<file path="src/rtl/op_sequencer.sv">
// op_sequencer: queues 32-bit controller instructions and sequences them (multiply, page load, page read) onto a compute controller.
// Optional macro OP_SEQUENCER_ERR_EN adds a sticky illegal-opcode flag output err.
module op_sequencer #(
  parameter int DEPTH       = 4,
  parameter int PAGE_WORDS  = 64,
  parameter int MULT_CYCLES = 600,
  parameter int READ_LAT    = 1
) (
  input  logic        clk,
  input  logic        reset,
  input  logic        cmd_valid,
  output logic        cmd_ready,
  input  logic [31:0] cmd_op,
  input  logic        wr_valid,
  output logic        wr_ready,
  input  logic [31:0] wr_data,
  output logic        ctrl_enable,
  output logic [31:0] operation,
  output logic [31:0] in_data,
  input  logic [31:0] out_data,
  output logic        rd_valid,
  output logic [31:0] rd_data,
  output logic        busy,
  output logic        done
`ifdef OP_SEQUENCER_ERR_EN
  ,
  output logic        err
`endif
);

  localparam int PW      = $clog2(DEPTH);
  localparam int CNT_MAX = (MULT_CYCLES > PAGE_WORDS) ? MULT_CYCLES : PAGE_WORDS;
  localparam int CW      = $clog2(CNT_MAX + 1);

  localparam logic [CW-1:0] MULT_LAST = CW'(MULT_CYCLES - 1);
  localparam logic [CW-1:0] PAGE_LAST = CW'(PAGE_WORDS - 1);
  localparam logic [PW:0]   FIFO_FULL = (PW + 1)'(DEPTH);

  typedef enum logic [2:0] {
    S_IDLE = 3'd0,
    S_GAP  = 3'd1,
    S_LOAD = 3'd2,
    S_MULT = 3'd3,
    S_READ = 3'd4
  } state_e;

  state_e        state_q, state_d;
  logic [31:0]   fifo_mem_q [DEPTH];
  logic [PW-1:0] wr_ptr_q, rd_ptr_q;
  logic [PW:0]   count_q;
  logic [31:0]   op_q, op_d;
  logic [CW-1:0] cnt_q, cnt_d;

  logic push, pop, empty, full;
  logic rd_issue, rd_issue_last, done_exec;
  logic rd_last_out, rd_pend;

  assign empty     = (count_q == (PW + 1)'(0));
  assign full      = (count_q == FIFO_FULL);
  assign cmd_ready = ~full;
  assign push      = cmd_valid & ~full;
  assign pop       = (state_q == S_IDLE) & ~empty;

  // Command FIFO pointers and occupancy; pointers wrap naturally since DEPTH is a power of two
  always_ff @(posedge clk or posedge reset) begin
    if (reset) begin
      wr_ptr_q <= PW'(0);
      rd_ptr_q <= PW'(0);
      count_q  <= (PW + 1)'(0);
    end else begin
      if (push) wr_ptr_q <= wr_ptr_q + PW'(1);
      if (pop)  rd_ptr_q <= rd_ptr_q + PW'(1);
      case ({push, pop})
        2'b10:   count_q <= count_q + (PW + 1)'(1);
        2'b01:   count_q <= count_q - (PW + 1)'(1);
        default: count_q <= count_q;
      endcase
    end
  end

  // Command FIFO storage
  always_ff @(posedge clk) begin
    if (push) fifo_mem_q[wr_ptr_q] <= cmd_op;
  end

  // Sequencer state, active command word and cycle/word counter
  always_ff @(posedge clk or posedge reset) begin
    if (reset) begin
      state_q <= S_IDLE;
      op_q    <= 32'h0;
      cnt_q   <= CW'(0);
    end else begin
      state_q <= state_d;
      op_q    <= op_d;
      cnt_q   <= cnt_d;
    end
  end

  // Next-state and controller-facing outputs; GAP guarantees a 0 -> opcode edge per command
  always_comb begin
    state_d       = state_q;
    op_d          = op_q;
    cnt_d         = cnt_q;
    operation     = 32'h0;
    ctrl_enable   = 1'b1;
    wr_ready      = 1'b0;
    in_data       = 32'h0;
    rd_issue      = 1'b0;
    rd_issue_last = 1'b0;
    done_exec     = 1'b0;
    case (state_q)
      S_IDLE: begin
        if (pop) begin
          op_d    = fifo_mem_q[rd_ptr_q];
          state_d = S_GAP;
        end else begin
          state_d = S_IDLE;
        end
      end
      S_GAP: begin
        cnt_d = CW'(0);
        case (op_q[3:0])
          4'd1:    state_d = S_MULT;
          4'd2:    state_d = S_LOAD;
          4'd3:    state_d = S_READ;
          default: state_d = S_IDLE;
        endcase
      end
      S_MULT: begin
        operation = op_q;
        if (cnt_q == MULT_LAST) begin
          done_exec = 1'b1;
          cnt_d     = CW'(0);
          state_d   = S_IDLE;
        end else begin
          cnt_d = cnt_q + CW'(1);
        end
      end
      S_LOAD: begin
        operation   = op_q;
        wr_ready    = 1'b1;
        ctrl_enable = wr_valid;
        in_data     = wr_data;
        if (wr_valid) begin
          if (cnt_q == PAGE_LAST) begin
            done_exec = 1'b1;
            cnt_d     = CW'(0);
            state_d   = S_IDLE;
          end else begin
            cnt_d = cnt_q + CW'(1);
          end
        end else begin
          cnt_d = cnt_q;
        end
      end
      S_READ: begin
        operation = op_q;
        rd_issue  = 1'b1;
        if (cnt_q == PAGE_LAST) begin
          rd_issue_last = 1'b1;
          cnt_d         = CW'(0);
          state_d       = S_IDLE;
        end else begin
          cnt_d = cnt_q + CW'(1);
        end
      end
      default: begin
        state_d = S_IDLE;
      end
    endcase
  end

  generate
    if (READ_LAT == 0) begin : g_rd_comb
      assign rd_valid    = rd_issue;
      assign rd_last_out = rd_issue_last;
      assign rd_pend     = 1'b0;
    end else begin : g_rd_pipe
      logic [READ_LAT-1:0] vld_q, last_q;

      // Delay line aligning each read cycle with the controller's out_data
      always_ff @(posedge clk or posedge reset) begin
        if (reset) begin
          vld_q  <= {READ_LAT{1'b0}};
          last_q <= {READ_LAT{1'b0}};
        end else begin
          vld_q[0]  <= rd_issue;
          last_q[0] <= rd_issue_last;
          for (int i = 1; i < READ_LAT; i++) begin
            vld_q[i]  <= vld_q[i-1];
            last_q[i] <= last_q[i-1];
          end
        end
      end

      assign rd_valid    = vld_q[READ_LAT-1];
      assign rd_last_out = last_q[READ_LAT-1];
      assign rd_pend     = |vld_q;
    end
  endgenerate

  // A read completes only once its final word has been delivered
  assign rd_data = rd_valid ? out_data : 32'h0;
  assign done    = done_exec | rd_last_out;
  assign busy    = (state_q != S_IDLE) | ~empty | rd_pend;

`ifdef OP_SEQUENCER_ERR_EN
  logic err_q;
  logic gap_illegal;

  assign gap_illegal = (state_q == S_GAP) &
                       ~((op_q[3:0] == 4'd1) | (op_q[3:0] == 4'd2) | (op_q[3:0] == 4'd3));

  // Sticky illegal-opcode flag, cleared only by reset
  always_ff @(posedge clk or posedge reset) begin
    if (reset) begin
      err_q <= 1'b0;
    end else if (gap_illegal) begin
      err_q <= 1'b1;
    end else begin
      err_q <= err_q;
    end
  end

  assign err = err_q | gap_illegal;
`endif

endmodule

</file>
<file path="config.mk">
export PLATFORM = sky130hd
export DESIGN_NAME = op_sequencer
export DESIGN_NICKNAME = d
export VERILOG_FILES = /design/src/rtl/op_sequencer.sv
export SDC_FILE = /design/constraint.sdc
export NUM_CORES = 1
export LEC_CHECK = 0
export CAP_MARGIN = 0
export CORE_AREA = 2 2 135 137
export CTS_CLUSTER_SIZE = 10
export DETAILED_ROUTE_END_ITERATION = 10
export DIE_AREA = 0 0 137 139
export PLACE_DENSITY = 0.73
export RECOVER_POWER = 100
export SYNTH_ARGS = -nofsm -noshare
export SYNTH_HDL_FRONTEND = slang
export SYNTH_SLANG_ARGS = --single-unit
export TNS_END_PERCENT = 50
</file>
<file path="constraint.sdc">
create_clock -name clk -period 6.8 [get_ports clk]
set_clock_uncertainty 0.15 [all_clocks]
set_input_delay 1.02 -clock clk [delete_from_list [all_inputs] [get_ports clk]]
set_output_delay 1.02 -clock clk [all_outputs]
set_load 0.05 [all_outputs]
</file>
==> results.tsv <==
stage	metric	value	unit
setup_path	critPathMaxFanout	54	
timing	whs	334	ps
floorplanning	core_area	0.0177	mm^2
drt	wl	17.5	mm
run	drv_cap	6	
floorplanning	ios	202	
drt	via_count	4717	
grt	antenna_found_initial	2	
synth	synth_area_leaders	edfxtp_1, dfrtp_1, mux4_2	
setup_path	critPathLaunchType	primary input	
synth	syn_nets	584	
place	port_buffers	201	
synth	synth_top_area_cell	edfxtp_1	
drt	drt-wirelength-per-cell	19.0	um
setup_path	end_kind	async pin	
cts	htreeDepth	4	
grt	grt_overflow	0	
timing	fmaxAchievable	223	MHz
final_layout	syn_to_final_growth	35.2	%
timing	slew_viol_final	225	
cts	clk_latency	430	ps
drt	drc	0	
setup_path	cpPeakStageDelay	2260	ps
synth	yosys.area.top_type_share	49.5	%
cts	cts.sinks	182	
drt	postRouteAntennaNets	0	
cts	cts_tree	built	
setup_path	critPathKind	in -> async	
drt	avgViaCountPerCell	5.13	
synth	ys_ff_latch	182	
floorplanning	rows	49	
grt	grt_pass1_vias	4931	
cts	root_buffer	clkbuf_16	
status	status	complete, but fails checks	
grt	grt_usage	19.3	%
timing	setup_viol	0	
place	postPlaceCellArea	0.00996	mm^2
cts	path_clk_slew	60	ps
timing	hold_viol	0	
synth	synth_cells	477	
pwr	p_total	0.00485	W
floorplanning	start_util	44.0	%
synth	ys_async_sr_fraction	29.7	%
timing	setup_tns	0	ps
setup_path	worstPathCellList	dlygate4sd3_1 > clkinv_1 > clkbuf_1	
cts	hold_buffers	0	
final_layout	stdcell_area	0.0105	mm^2
setup_path	crit_slowest_cell	clkbuf_1	
place	place_congestion	0.764	
grt	grt_pass1_wl	27.0	mm
synth	synth-seq-area-share	66.9	%
timing	relSlewSlack	-115	%
cts	cts_buffers	17	
setup_path	cp_data_arrival_time	3890	ps
timing	fin_crit_sh	65.9	%
drt	drtIter0Drc	152	
timing	tightest_slew	3230	ps
synth	yosysWarnings	0	
pwr	p_per_area	462	mW/mm^2
cts	cts_setup_buffers	0	
cts	cts_resized	0	
synth	syn_area	0.00776	mm^2
cts	cts_buffer_depth	2	
drt	dr.pass1.iters	4	
synth	synth_flop_cell	edfxtp_1	
synth	yosys.cell_types.count	45	
status	violations	capacitance limit, slew limit	
floorplanning	die_x	137	um
floorplanning	die-area	0.0190	mm^2
pwr	ir_worst_vdd	0.343	mV
synth	avgSynthCellArea	16.3	um^2
grt	grt_max_degree	55	
timing	rsz0062_at_grt	false	
timing	period_needed	4480	ps
synth	synth_edf_count	128	
place	dp_hpwl	11.8	mm
final_layout	nets	784	
setup_path	cp_data_required_time	6210	ps
floorplanning	die_y	139	um
pwr	p_leak	4.04	nW
hold_path	min_path_type	reg -> reg	
final_layout	drive_gt1_share	14.2	%
critical path, delay by kind of cell:
family	cells	cell delay (ps)
buffers and inverters	3	2840
power by group:
part	internal [W]	total, W	switching (W)
logic	0.000845	0.00215	0.00131
clock network	0.000574	0.000976	0.000402
registers	0.00151	0.00172	0.000206
total	0.00293	0.00485	0.00191
synth_stat cells, drive strengths merged (5+ instances only):
cell    instances
nand3           5
edfxtp        128
nand2          16
buf            12
a31oi           5
mux2           31
mux4           32
a21oi           7
dfrtp          54
o21ai           6
and3            6
nor2            7
and2           98
ha              6
xnor2           5
inv            12
clkbuf         12
per-stage QoR:
stage / cells / worst slack (ps) / utilization (%)
after detailed placement: 887 / 2810 / 56.4
after global placement: 887 / 2930 / 56.4
after floorplan: 477 / 3690 / -
final: 920 / 2320 / 59.4
after global routing: 920 / 1550 / 59.4
after CTS: 919 / 2320 / 59.7
kinds of logic (layout without fill, tap and decap cells):
group / Yosys count / count (layout) / share of synthesized area, %
flip-flops: 182 / 182 / 66.9
multiplexers: 65 / 65 / 14.0
AO/OA/AOI/OAI: 30 / 30 / 2.71
XOR/XNOR: 9 / 9 / 1.02
buffers and inverters: 36 / 249 / 2.38
adder cells (fa/ha/maj): 7 / 7 / 1.22
other: 0 / 1 / 0
AND/OR/NAND/NOR: 148 / 148 / 11.7
final timing paths:
check,end,from,cells after the start,slack [ps]
min in group asynchronous,op_q[14],reset,3,2130
min,op_q[24],op_q[24],1,330
max reg2reg,count_q[2],state_q[2],8,2740
min reg2reg,op_q[24],op_q[24],1,330
max in group clk,operation[3],state_q[2],5,2440
max,rd_ptr_q[0],reset,3,2320
flip-flops by register name (all words and copies together) (netlist names):
register	flops
fifo_mem_q	128
op_q	32
cnt_q	10
count_q	3
state_q	3
rd_ptr_q	2
wr_ptr_q	2
g_rd_pipe.last_q	1
rd_valid	1
metal layers:
metal | GRT usage [%] | up-vias | wire [um] | share of wire, %
li1 | - | 2174 | - | -
met1 | 20.6 | 2353 | 6520 | 37
met2 | 36.2 | 167 | 9580 | 55
met3 | 4.93 | 21 | 1090 | 6.2
met4 | 6.51 | 2 | 312 | 1.8
met5 | 0 | - | 13 | 0.074
cells in the final DEF (no fill, tap or decap), types with 2 or more instances in the layout:
master,count
a21oi_1,7
a22o_1,2
a31oi_1,5
and2_1,97
and3_1,6
and4_1,2
buf_4,2
bufinv_16,3
clkbuf_1,3
clkbuf_16,17
clkdlybuf4s50_1,64
clkinv_1,3
clkinv_2,4
clkinvlp_4,3
dfrtp_1,52
dfrtp_2,2
dlygate4sd3_1,137
edfxtp_1,128
ha_1,6
inv_1,11
inv_6,2
mux2_1,2
mux2_2,29
mux2i_1,2
mux4_2,32
nand2_1,16
nand2b_1,2
nand3_1,5
nor2_1,7
nor3_1,3
nor4_1,3
nor4bb_1,2
o21ai_0,6
o22ai_1,2
xnor2_1,5
xor2_1,4
area by class of cell:
type	count	area [um^2]
Multi-Input combinational cell	259	2340
Sequential cell	182	5200
Clock buffer	18	429
Inverter	12	45.0
Timing Repair Buffer	205	2030
Tap cell	229	287
Antenna cell	1	2.50
Clock inverter	14	158
Fill cell	1341	7160
Note: power is estimated with default switching activity, not from simulation.
